`config.mk`:
```
export PLATFORM = sky130hd
export DESIGN_NAME = uart_tx_engine_flat
export DESIGN_NICKNAME = d
export VERILOG_FILES = /design/src/rtl/uart_pkg.sv /design/src/rtl/uart_tx_engine_if.sv /design/src/rtl/uart_sync_fifo.sv /design/src/rtl/uart_tx_engine.sv /design/src/flat_wrapper.sv
export SDC_FILE = /design/constraint.sdc
export NUM_CORES = 1
export LEC_CHECK = 0
export ABC_AREA = 1
export CAP_MARGIN = 10
export CORE_ASPECT_RATIO = 1.5
export CORE_MARGIN = 2
export CORE_UTILIZATION = 60
export CTS_BUF_LIST = sky130_fd_sc_hd__clkbuf_16
export DETAILED_ROUTE_END_ITERATION = 10
export GPL_TIMING_DRIVEN = 0
export PLACE_DENSITY = 0.84
export SETUP_SLACK_MARGIN = 0.5
export SYNTH_ARGS = -nofsm -noshare
export SYNTH_HDL_FRONTEND = slang
export SYNTH_HIERARCHICAL = 1
export SYNTH_SLANG_ARGS = --single-unit
```
`constraint.sdc`:
```
create_clock -name clk -period 7.8 [get_ports clk]
set_input_delay 0.78 -clock clk [delete_from_list [all_inputs] [get_ports clk]]
set_output_delay 0.78 -clock clk [all_outputs]
set_load 0.02 [all_outputs]
```
`src/rtl/uart_pkg.sv`:
```
// rtl/uart_pkg.sv - shared UART types and defaults: TX state encoding, word-length codes, FIFO/oversample defaults.
package uart_pkg;

  typedef enum logic [2:0] {
    IDLE,
    START,
    DATA,
    PARITY,
    STOP
  } uart_tx_state_e;

  localparam logic [1:0] WLEN_5 = 2'b00;
  localparam logic [1:0] WLEN_6 = 2'b01;
  localparam logic [1:0] WLEN_7 = 2'b10;
  localparam logic [1:0] WLEN_8 = 2'b11;

  localparam int UART_FIFO_DEPTH = 16;
  localparam int UART_OVERSAMPLE = 16;

  // Selects the data bits that are actually transmitted for a given word length.
  function automatic logic [7:0] wlen_mask(input logic [1:0] w);
    return 8'hFF >> (2'd3 - w);
  endfunction

endpackage

```
`src/rtl/uart_tx_engine_if.sv`:
```
// rtl/uart_tx_engine_if.sv - CPU-side write handshake into the UART TX FIFO.
interface uart_tx_engine_if;
  logic       wr_valid;
  logic [7:0] wr_data;
  logic       wr_ready;

  modport master (output wr_valid, output wr_data, input wr_ready);
  modport slave  (input wr_valid, input wr_data, output wr_ready);
endinterface

```
`src/rtl/uart_sync_fifo.sv`:
```
// rtl/uart_sync_fifo.sv - single-clock FIFO with flush and occupancy counter, shared by the TX and RX engines.
module uart_sync_fifo #(
  parameter int WIDTH = 8,
  parameter int DEPTH = 16
) (
  input  logic                     clk,
  input  logic                     rst_n,
  input  logic                     push,
  input  logic [WIDTH-1:0]         push_data,
  input  logic                     pop,
  output logic [WIDTH-1:0]         pop_data,
  input  logic                     clr,
  output logic [$clog2(DEPTH):0]   level,
  output logic                     full,
  output logic                     empty
);
  localparam int AW = $clog2(DEPTH);
  localparam int LW = AW + 1;

  logic [WIDTH-1:0] mem [DEPTH];
  logic [AW-1:0]    wr_ptr;
  logic [AW-1:0]    rd_ptr;
  logic             push_ok;
  logic             pop_ok;

  assign full     = (level == LW'(DEPTH));
  assign empty    = (level == '0);
  // A flush wins over any push or pop issued in the same cycle.
  assign push_ok  = push && !full && !clr;
  assign pop_ok   = pop && !empty && !clr;
  assign pop_data = mem[rd_ptr];

  always_ff @(posedge clk) begin
    if (push_ok) mem[wr_ptr] <= push_data;
  end

  always_ff @(posedge clk or negedge rst_n) begin
    if (!rst_n) begin
      wr_ptr <= '0;
      rd_ptr <= '0;
      level  <= '0;
    end else if (clr) begin
      wr_ptr <= '0;
      rd_ptr <= '0;
      level  <= '0;
    end else begin
      if (push_ok) wr_ptr <= wr_ptr + AW'(1);
      if (pop_ok)  rd_ptr <= rd_ptr + AW'(1);
      unique case ({push_ok, pop_ok})
        2'b10:   level <= level + LW'(1);
        2'b01:   level <= level - LW'(1);
        default: level <= level;
      endcase
    end
  end
endmodule

```
`src/rtl/uart_tx_engine.sv`:
```
// rtl/uart_tx_engine.sv - buffered 16550-class serial transmitter with status and empty interrupt.
// Parity stage is compiled in only when UART_TX_PARITY_EN is defined.
module uart_tx_engine
  import uart_pkg::*;
#(
  parameter int FIFO_DEPTH = UART_FIFO_DEPTH,
  parameter int DIV_WIDTH  = 16,
  parameter int OVERSAMPLE = UART_OVERSAMPLE
) (
  input  logic                        clk,
  input  logic                        rst_n,
  input  logic [DIV_WIDTH-1:0]        divisor,
  input  logic [1:0]                  wlen,
  input  logic                        stop2,
  input  logic                        par_en,
  input  logic                        par_even,
  input  logic                        par_stick,
  input  logic                        break_en,
  input  logic                        fifo_clr,
  uart_tx_engine_if.slave             wr,
  output logic                        tx_o,
  output logic [$clog2(FIFO_DEPTH):0] fifo_level,
  output logic                        thr_empty,
  output logic                        tx_empty,
  output logic                        irq_o
);
  localparam int LW   = $clog2(FIFO_DEPTH) + 1;
  localparam int PH_W = $clog2(OVERSAMPLE) + 1;

  uart_tx_state_e       state_q, state_d;
  logic [7:0]           head;
  logic [7:0]           shift_q;
  logic [2:0]           bit_idx_q;
  logic [2:0]           last_idx;
  logic [1:0]           wlen_q;
  logic                 stop2_q;
  logic                 stop_cnt_q;
  logic [DIV_WIDTH-1:0] presc_q;
  logic [PH_W-1:0]      phase_q;
  logic                 fifo_full;
  logic                 fifo_empty;
  logic                 start_frame;
  logic                 push_ok;
  logic                 tick;
  logic                 bit_end;
  logic                 line_d;

  uart_sync_fifo #(
    .WIDTH (8),
    .DEPTH (FIFO_DEPTH)
  ) u_fifo (
    .clk       (clk),
    .rst_n     (rst_n),
    .push      (wr.wr_valid),
    .push_data (wr.wr_data),
    .pop       (start_frame),
    .pop_data  (head),
    .clr       (fifo_clr),
    .level     (fifo_level),
    .full      (fifo_full),
    .empty     (fifo_empty)
  );

  assign wr.wr_ready = !fifo_full;
  assign push_ok     = wr.wr_valid && !fifo_full && !fifo_clr;
  assign thr_empty   = fifo_empty;
  assign tx_empty    = fifo_empty && (state_q == IDLE);
  assign start_frame = (state_q == IDLE) && !fifo_empty && (divisor != '0);
  assign tick        = (divisor != '0) && (presc_q >= divisor - DIV_WIDTH'(1));
  assign bit_end     = tick && (phase_q == PH_W'(OVERSAMPLE - 1));
  assign last_idx    = 3'd4 + {1'b0, wlen_q};

`ifdef UART_TX_PARITY_EN
  logic par_en_q;
  logic par_bit_q;
  logic par_calc;

  always_comb begin
    par_calc = ^(head & wlen_mask(wlen));
    if (par_stick)      par_calc = ~par_even;
    else if (!par_even) par_calc = ~par_calc;
  end

  always_ff @(posedge clk or negedge rst_n) begin
    if (!rst_n) begin
      par_en_q  <= 1'b0;
      par_bit_q <= 1'b0;
    end else if (start_frame) begin
      par_en_q  <= par_en;
      par_bit_q <= par_calc;
    end
  end
`else
  logic unused_par;
  assign unused_par = par_en ^ par_even ^ par_stick;
`endif

  always_comb begin
    state_d = state_q;
    line_d  = 1'b1;
    unique case (state_q)
      IDLE:   if (start_frame) state_d = START;
      START:  if (bit_end) state_d = DATA;
      DATA: begin
        if (bit_end && (bit_idx_q == last_idx)) begin
`ifdef UART_TX_PARITY_EN
          state_d = par_en_q ? PARITY : STOP;
`else
          state_d = STOP;
`endif
        end
      end
      PARITY: if (bit_end) state_d = STOP;
      STOP:   if (bit_end && (!stop2_q || stop_cnt_q)) state_d = IDLE;
      default: state_d = IDLE;
    endcase

    // tx_o is registered, so the line level is derived from where the FSM is heading.
    unique case (state_d)
      START:   line_d = 1'b0;
      DATA:    line_d = (state_q == DATA && bit_end) ? shift_q[1] : shift_q[0];
`ifdef UART_TX_PARITY_EN
      PARITY:  line_d = par_bit_q;
`endif
      default: line_d = 1'b1;
    endcase
    if (break_en) line_d = 1'b0;
  end

  always_ff @(posedge clk or negedge rst_n) begin
    if (!rst_n) begin
      state_q    <= IDLE;
      tx_o       <= 1'b1;
      irq_o      <= 1'b0;
      shift_q    <= '0;
      bit_idx_q  <= '0;
      wlen_q     <= '0;
      stop2_q    <= 1'b0;
      stop_cnt_q <= 1'b0;
      presc_q    <= '0;
      phase_q    <= '0;
    end else begin
      state_q <= state_d;
      tx_o    <= line_d;
      irq_o   <= start_frame && (fifo_clr || (fifo_level == LW'(1) && !push_ok));
      if (start_frame) begin
        shift_q    <= head;
        wlen_q     <= wlen;
        stop2_q    <= stop2;
        bit_idx_q  <= '0;
        stop_cnt_q <= 1'b0;
        presc_q    <= '0;
        phase_q    <= '0;
      end else if (state_q != IDLE) begin
        if (tick) begin
          presc_q <= '0;
          phase_q <= bit_end ? '0 : phase_q + PH_W'(1);
        end else begin
          presc_q <= presc_q + DIV_WIDTH'(1);
        end
        if (bit_end && state_q == DATA) begin
          shift_q   <= shift_q >> 1;
          bit_idx_q <= bit_idx_q + 3'd1;
        end
        if (bit_end && state_q == STOP) stop_cnt_q <= 1'b1;
      end
    end
  end
endmodule

```
`src/flat_wrapper.sv`:
```
// flat-port wrapper written by rule: the top's interface ports become plain ports
module uart_tx_engine_flat import uart_pkg::*;
#(
  parameter int FIFO_DEPTH = UART_FIFO_DEPTH,
  parameter int DIV_WIDTH  = 16,
  parameter int OVERSAMPLE = UART_OVERSAMPLE
)
  (clk, rst_n, divisor, wlen, stop2, par_en, par_even, par_stick, break_en, fifo_clr, tx_o, fifo_level, thr_empty, tx_empty, irq_o, wr_wr_valid, wr_wr_data, wr_wr_ready);
  uart_tx_engine_if wr_i ();
  input  logic clk;
  input  logic rst_n;
  input  logic [DIV_WIDTH-1:0] divisor;
  input  logic [1:0] wlen;
  input  logic stop2;
  input  logic par_en;
  input  logic par_even;
  input  logic par_stick;
  input  logic break_en;
  input  logic fifo_clr;
  output logic tx_o;
  output logic [$clog2(FIFO_DEPTH):0] fifo_level;
  output logic thr_empty;
  output logic tx_empty;
  output logic irq_o;
  input wire logic [$bits(wr_i.wr_valid)-1:0] wr_wr_valid;
  input wire logic [$bits(wr_i.wr_data)-1:0] wr_wr_data;
  output wire logic [$bits(wr_i.wr_ready)-1:0] wr_wr_ready;
  assign wr_i.wr_valid = wr_wr_valid;
  assign wr_i.wr_data = wr_wr_data;
  assign wr_wr_ready = wr_i.wr_ready;
  uart_tx_engine #(.FIFO_DEPTH(FIFO_DEPTH), .DIV_WIDTH(DIV_WIDTH), .OVERSAMPLE(OVERSAMPLE)) u_core (.clk(clk), .rst_n(rst_n), .divisor(divisor), .wlen(wlen), .stop2(stop2), .par_en(par_en), .par_even(par_even), .par_stick(par_stick), .break_en(break_en), .fifo_clr(fifo_clr), .wr(wr_i), .tx_o(tx_o), .fifo_level(fifo_level), .thr_empty(thr_empty), .tx_empty(tx_empty), .irq_o(irq_o));
endmodule
```
==> impl_metrics.tcl, run 1 <==
set metrics [dict create \
    finalNetCount 999 \
    required_ns 8.08 \
    drc_errors 0 \
    num_io_pins 45 \
    drt_iter0_markers 569 \
    port_buffers 41 \
    antenna_cells 0 \
    final_cell_mix "182 x nand2_1, 128 x edfxtp_1, 77 x nor2_1" \
    setup_viol 0 \
    grt_max_degree 41 \
    avgSynthCellArea_um2 10.2 \
    grtUsageTotal_pct 26.1 \
    clk_path_buf_depth 2 \
    final_max_slew_viol_count 0 \
    path_class "primary input to flip-flop" \
    dp_slack_ns 3.59 \
    die_h_um 153 \
    critical-path-max-stage-delay_ns 0.46 \
    clock_latency_ns 0.42 \
    grt_pass1_wl_um 31100 \
    netlist_area_um2 8860 \
    hold_class "primary input to async pin" \
    cts_resized 0 \
    ys.flop_type "edfxtp_1" \
    skew_ns 0.00946 \
    relSlewSlack_pct 21.3 \
    cts_root_buffer "clkbuf_16" \
    worstMarginPinSlew_ns 1.17 \
    setup_ws_ns 3.96 \
    grt_overflow 0 \
    clkTransAtPathRegs_ns 0.07 \
    fin_total_pwr_w 0.00213 \
    place_area_um2 9530 \
    rows 54 \
    cts_max_level 4 \
    die_area_um2 15800 \
    firstDrtPassIters 7 \
    hold_violations 0 \
    gp_congestion 0.930 \
    final_common_cell "nand2_1" \
    synthesis.instances 873 \
    arrival_ns 4.13 \
    initial_core_util_pct 61.0 \
    cp_max_fo 9 \
    fin_crit_sh_pct 49.3 \
    ys_seq_elements 182 \
    cts_tree "yes" \
    cpMostUsedCell "nand2_1" \
    avgViaCountPerCell 5.73 \
    stdcell_area_um2 10100 \
    critPathTopFamily "simple AND/OR/NAND/NOR gates" \
    fillers 988 \
    antenna_found_initial 0 \
    grt_pass1_vias 6434 \
    post-route-min-period_ns 3.84 \
    antenna_left 0 \
    cap_violations 0 \
    clock_sinks 182 \
    holdBufCountCts 0 \
    outcome "finished, final reports clean" \
    synth_edf_count 128 \
    synthDistinctLibCells 49 \
    synth_warnings 6 \
    timing.fmax_mhz 260 \
    vias 6545 \
    die_x_um 103 \
    core_area_um2 14500 \
    drt-total-wl_um 19600 \
    path_buf_inv 4 \
    area_growth_pct 14.1 \
    cts_setup_buffers 0 \
    crit_path_end_kind "flip-flop" \
    drive_gt1_share_pct 11.0 \
    crit_path_cell_trace "clkdlybuf4s50_1 > nor2_1 > nand2_1 > nor3_1 > xor2_1 > inv_1 > ha_1 > nand2_1 > inv_1 > nand2_1 > nor2_1 > nor2_1 > nand2_1 > nand2_1 > nand2_2 > nand4_2 > nand2_2 > inv_2 > a22oi_1 > o21ai_0" \
    seq_area_frac_synth_pct 58.6 \
    setup_tns_ns 0 \
    syn_nets 938 \
    ir_worst_vdd_v 0.000233 \
    final_cells 1143 \
    critPathLaunchType "primary input" \
    rsz0062_at_grt "no" \
    cts_buffers 17 \
    synthArstFlopShare_pct 29.7 \
    power_density_nw_per_um2 211 \
    placedCellCount 1111 \
    avgRoutedWirePerCell_um 17.2 \
    crit_slowest_cell "clkdlybuf4s50_1" \
    power_leakage_nw 4.03 \
    place_hpwl_um 14100 \
]
-- final cells by class --
| type | instances | area [µm²] | share of cell area [%] |
|---|---|---|---|
| flip-flops and latches | 182 | 5200 | 51.4 |
| multi-input cells | 577 | 3190 | 31.5 |
| clock buffers | 17 | 425 | 4.21 |
| repair buffers | 42 | 425 | 4.21 |
| inverters | 88 | 330 | 3.27 |
| well taps | 196 | 245 | 2.42 |
| clock inverters | 15 | 156 | 1.55 |
| plain buffers | 26 | 149 | 1.47 |
-- registers in the layout, indices dropped and copies added, names as in the netlist --
name and flops:
u_core/u_fifo/rd_ptr 4, u_core/u_fifo/mem 128, u_core/bit_idx_q 3, u_core/state_q 3
u_core/phase_q 5, u_core/wlen_q 2, u_core/shift_q 8, u_core/irq_o 1
u_core/presc_q 16, u_core/stop_cnt_q 1, u_core/u_fifo/wr_ptr 4, u_core/u_fifo/level 5
u_core/tx_o 1, u_core/stop2_q 1
-- Yosys cell counts, drive strengths merged, types with 2 or more instances --
| master | n | area, µm² |
|---|---|---|
| clkbuf | 6 | 32.5 |
| dfrtp | 53 | 1330 |
| o221ai | 3 | 26.3 |
| xor2 | 18 | 158 |
| nor4 | 3 | 31.3 |
| a31oi | 4 | 25.0 |
| o21ai | 61 | 305 |
| nand3b | 2 | 15.0 |
| xnor2 | 6 | 52.6 |
| nand2 | 194 | 783 |
| a211oi | 3 | 32.5 |
| nand3 | 58 | 305 |
| o211ai | 18 | 135 |
| o22ai | 2 | 12.5 |
| nor2 | 87 | 375 |
| inv | 85 | 319 |
| nor3 | 23 | 151 |
| clkinv | 3 | 11.3 |
| edfxtp | 128 | 3840 |
| ha | 29 | 363 |
| buf | 20 | 116 |
| a21oi | 29 | 145 |
| nand4 | 27 | 181 |
| nor3b | 2 | 15.0 |
-- stage by stage --
stage / utilization [%] / hold WS [ns]
after floorplan: - / 0.449
after global routing: 69.6 / 0.290
after global placement: 65.5 / 0.465
after detailed placement: 65.6 / 0.468
final: 69.6 / 0.275
after CTS: 69.6 / 0.274
-- power breakdown --
part / leakage (nW) / switching (W) / internal (W)
clock: 0.279 / 0.000372 / 0.000453
combinational: 1.93 / 0.000121 / 0.0000862
sequential: 1.82 / 0.0000351 / 0.00107
total: 4.03 / 0.000528 / 0.00160
-- kinds of logic after synthesis --
group / Yosys count / share of synthesized area, %
and+or+nand+nor: 398 / 21.1
adders and majority gates: 30 / 4.32
buffers and inverters: 114 / 5.41
AOI/OAI and AO/OA: 125 / 8.16
DFF: 182 / 58.6
xor gates and xnor gates: 24 / 2.37
-- path summary, 6_finish.rpt --
check / endpoint / slack [ns] / cells after the start / from
max: u_core/shift_q[4]$_DFFE_PN0P_ / 3.96 / 20 / divisor[2]
min: u_core/u_fifo/level[4]$_DFFE_PN0P_ / 0.27 / 1 / rst_n
max reg2reg: u_core/u_fifo/level[4]$_DFFE_PN0P_ / 4.62 / 20 / u_core/u_fifo/level[0]$_DFFE_PN0P_
min reg2reg: u_core/stop2_q$_DFFE_PN0P_ / 0.49 / 2 / u_core/stop2_q$_DFFE_PN0P_
max in group asynchronous: u_core/tx_o$_DFF_PN1_ / 6.91 / 2 / rst_n
min in group clk: u_core/stop2_q$_DFFE_PN0P_ / 0.49 / 2 / u_core/stop2_q$_DFFE_PN0P_
-- routing by layer --
layer | vias up | part of all wire [%] | track usage, %
met2 | 250 | 55 | 47.2
li1 | 3131 | - | -
met1 | 3096 | 36 | 28.6
met4 | 0 | 4.3 | 12.8
met5 | - | 0 | 0
met3 | 68 | 4.5 | 4.44
-- worst register-to-register path, cell delays in order, from the launching register on --
cell	delay (ns)
dfrtp_1	0.50
nor2_2	0.10
nand3_2	0.11
inv_1	0.13
nor2_2	0.14
nand2_2	0.09
inv_2	0.19
buf_2	0.33
nand2_4	0.14
inv_2	0.15
nand3_1	0.13
fa_1	0.41
nand3b_1	0.20
nand2_1	0.08
nand2_1	0.05
nand2_1	0.09
inv_1	0.04
nand2_1	0.05
nand2_1	0.05
nand2_1	0.06
nand2_1	0.04
Power figures use the tool's default switching activity.
==> inputs of run 2 (changes only) <==
--- a/config.mk
+++ b/config.mk
@@ -9,11 +9,11 @@
 export CAP_MARGIN = 10
 export CORE_ASPECT_RATIO = 1.5
 export CORE_MARGIN = 2
-export CORE_UTILIZATION = 60
+export CORE_UTILIZATION = 54
 export CTS_BUF_LIST = sky130_fd_sc_hd__clkbuf_16
 export DETAILED_ROUTE_END_ITERATION = 10
 export GPL_TIMING_DRIVEN = 0
-export PLACE_DENSITY = 0.84
+export PLACE_DENSITY = 0.8
 export SETUP_SLACK_MARGIN = 0.5
 export SYNTH_ARGS = -nofsm -noshare
 export SYNTH_HDL_FRONTEND = slang
==> constraint.sdc (replaced) <==
create_clock -name clk -period 3.2 [get_ports clk]
set_input_delay 0.32 -clock clk [delete_from_list [all_inputs] [get_ports clk]]
set_output_delay 0.32 -clock clk [all_outputs]
set_load 0.02 [all_outputs]
==> run 2 against run 1 <==
Die area grew 11%; final cell count rose by 4.6%; total power up 150%; global-route usage decreased by 1.2 points; sequential share of layout area decreased by 2.6 points; clock skew up 0.0040 ns.
==> impl_metrics.tcl, run 2 (same netlist as run 1, synthesis figures left out) <==
set metrics [dict create \
    drc_errors 0 \
    reg2reg_from "u_core/state_q[1]$_DFF_PN0_" \
    initial_core_util_pct 55.0 \
    clock_sinks 182 \
    critical-path-max-stage-delay_ns 0.43 \
    largest_register_ffs 128 \
    worstMarginPinSlew_ns 1.23 \
    avgRoutedWirePerCell_um 17.7 \
    rsz0062_at_grt "no" \
    r2r_cells 19 \
    largest_registers "u_core/u_fifo/mem: 128 flops, u_core/presc_q: 16 flops, u_core/shift_q: 8 flops" \
    antenna_left 0 \
    min_to "u_core/tx_o$_DFF_PN1_" \
    grt_overflow 0 \
    ir_worst_vdd_v 0.000675 \
    cts_tree "yes" \
    skew_ns 0.0134 \
    timing.rr.end "u_core/u_fifo/level[4]$_DFFE_PN0P_" \
    antenna_found_initial 0 \
    top_register "u_core/u_fifo/mem" \
    final_max_slew_viol_count 0 \
    clkTransAtPathRegs_ns 0.07 \
    clk_path_buf_depth 2 \
    required_ns 3.52 \
    core_area_um2 16100 \
    outcome "finished, final reports clean" \
    relSlewSlack_pct 17.6 \
    hold_start "break_en" \
    gp_congestion 0.853 \
    post-route-min-period_ns 2.55 \
    grt_pass1_vias 6823 \
    setup_tns_ns 0 \
    hold_class "primary input to flip-flop" \
    rows 57 \
    drt-total-wl_um 21100 \
    cpMostUsedCell "nand2_1" \
    num_io_pins 45 \
    cp_max_fo 11 \
    grtUsageTotal_pct 24.9 \
    grt_max_degree 33 \
    drt_iter0_markers 388 \
    critPathLaunchType "flip-flop" \
    crit_path_cell_trace "nor3_4 > inv_2 > nor2_4 > nand2_4 > inv_6 > buf_8 > nand2_4 > inv_6 > nand3_2 > fa_2 > nand3b_1 > nand2_1 > nand2_1 > nand2_1 > inv_1 > nand2_1 > nand2_1 > nand2_1 > nand2_1" \
    port_buffers 41 \
    arrival_ns 2.87 \
    power_leakage_nw 4.32 \
    die_h_um 161 \
    firstDrtPassIters 5 \
    r2r_slack_ns 0.65 \
    drive_gt1_share_pct 18.7 \
    final_cell_mix "178 x nand2_1, 128 x edfxtp_1, 72 x nor2_1, 72 x inv_1, 52 x nand3_1" \
    crit_path_end_kind "flip-flop" \
    setup_viol 0 \
    vias 6719 \
    cts_max_level 4 \
    grt_pass1_wl_um 33100 \
    timing.fmax_mhz 392 \
    final_common_cell "nand2_1" \
    clock_latency_ns 0.43 \
    cap_violations 0 \
    cts_root_buffer "clkbuf_16" \
    area_growth_pct 20.5 \
    crit_slowest_cell "dfrtp_2" \
    power_density_nw_per_um2 491 \
    die_area_um2 17500 \
    post-route-util_pct 66.2 \
    finalNetCount 1042 \
    path_class "flip-flop to flip-flop" \
    die_x_um 109 \
    hold_depth 2 \
    avgViaCountPerCell 5.62 \
    fin_crit_sh_pct 79.8 \
    hold_violations 0 \
    antenna_cells 0 \
    cts_buffers 17 \
    place_hpwl_um 14700 \
]
[run 2: power by group]
part           switching, W  internal, W  total [W]
logic              0.000321     0.000227   0.000549
registers         0.0000833      0.00260    0.00268
clock network      0.000969      0.00104    0.00201
total               0.00137      0.00387    0.00524
[run 2: layout make-up]
type | count | area [µm²]
fillers | 1173 | 5440
inverters | 88 | 345
repair buffers | 85 | 759
flip-flops and latches | 182 | 5200
clock buffers | 17 | 425
multi-input cells | 577 | 3360
plain buffers | 26 | 163
clock inverters | 15 | 161
well taps | 206 | 258
[run 2: how the worst max path moves through the flow]
stage / from / endpoint / slack (ns) / cells past startpoint
floorplan: u_core/u_fifo/level[4]$_DFFE_PN0P_ / u_core/u_fifo/level[4]$_DFFE_PN0P_ / 0.46 / 20
global placement: divisor[3] / u_core/phase_q[1]$_DFFE_PN0P_ / -0.38 / 22
detailed placement: divisor[3] / u_core/shift_q[4]$_DFFE_PN0P_ / -0.45 / 20
CTS: divisor[0] / u_core/presc_q[6]$_DFFE_PN0P_ / 0.51 / 19
global route: divisor[2] / u_core/tx_o$_DFF_PN1_ / 0.47 / 20
finish: u_core/state_q[1]$_DFF_PN0_ / u_core/u_fifo/level[4]$_DFFE_PN0P_ / 0.65 / 19
[run 2: timing repair]
action                                  4_1_cts  5_1_grt
pin swaps                                    24       25
hold buffers                                  1        0
endpoints found under the setup margin       41       37
gates resized for setup                      45       35
hold endpoints to repair                     12        0
cloned                                        1        0
setup buffers                                22       18
[run 2: metrics by stage]
stage	total power [W]	instances	area, µm²	setup slack, ns	hold WS, ns
global placement	0.00321	1120	9570	-0.382	0.465
detailed placement	0.00324	1121	9590	-0.454	0.448
CTS	0.00525	1177	10500	0.510	0.381
global route	0.00545	1196	10700	0.469	0.381
finish	0.00524	1196	10700	0.646	0.400
floorplan	0.00303	873	8900	0.463	0.0244
[run 2: per-layer routing]
layer / GRT usage, % / up-vias / wire (µm)
met1: 25.7 / 3219 / 7590
met5: 0 / - / 0
met2: 46.8 / 225 / 11800
li1: - / 3220 / -
met3: 4.55 / 55 / 908
met4: 12.6 / 0 / 860
[run 2: worst max-delay path, delay by kind of cell (launching register included)]
family / cells / cell delay (ns)
and+or+nand+nor: 13 / 1.21
adders and majority gates: 1 / 0.38
buffers and inverters: 5 / 0.41
DFF: 1 / 0.43
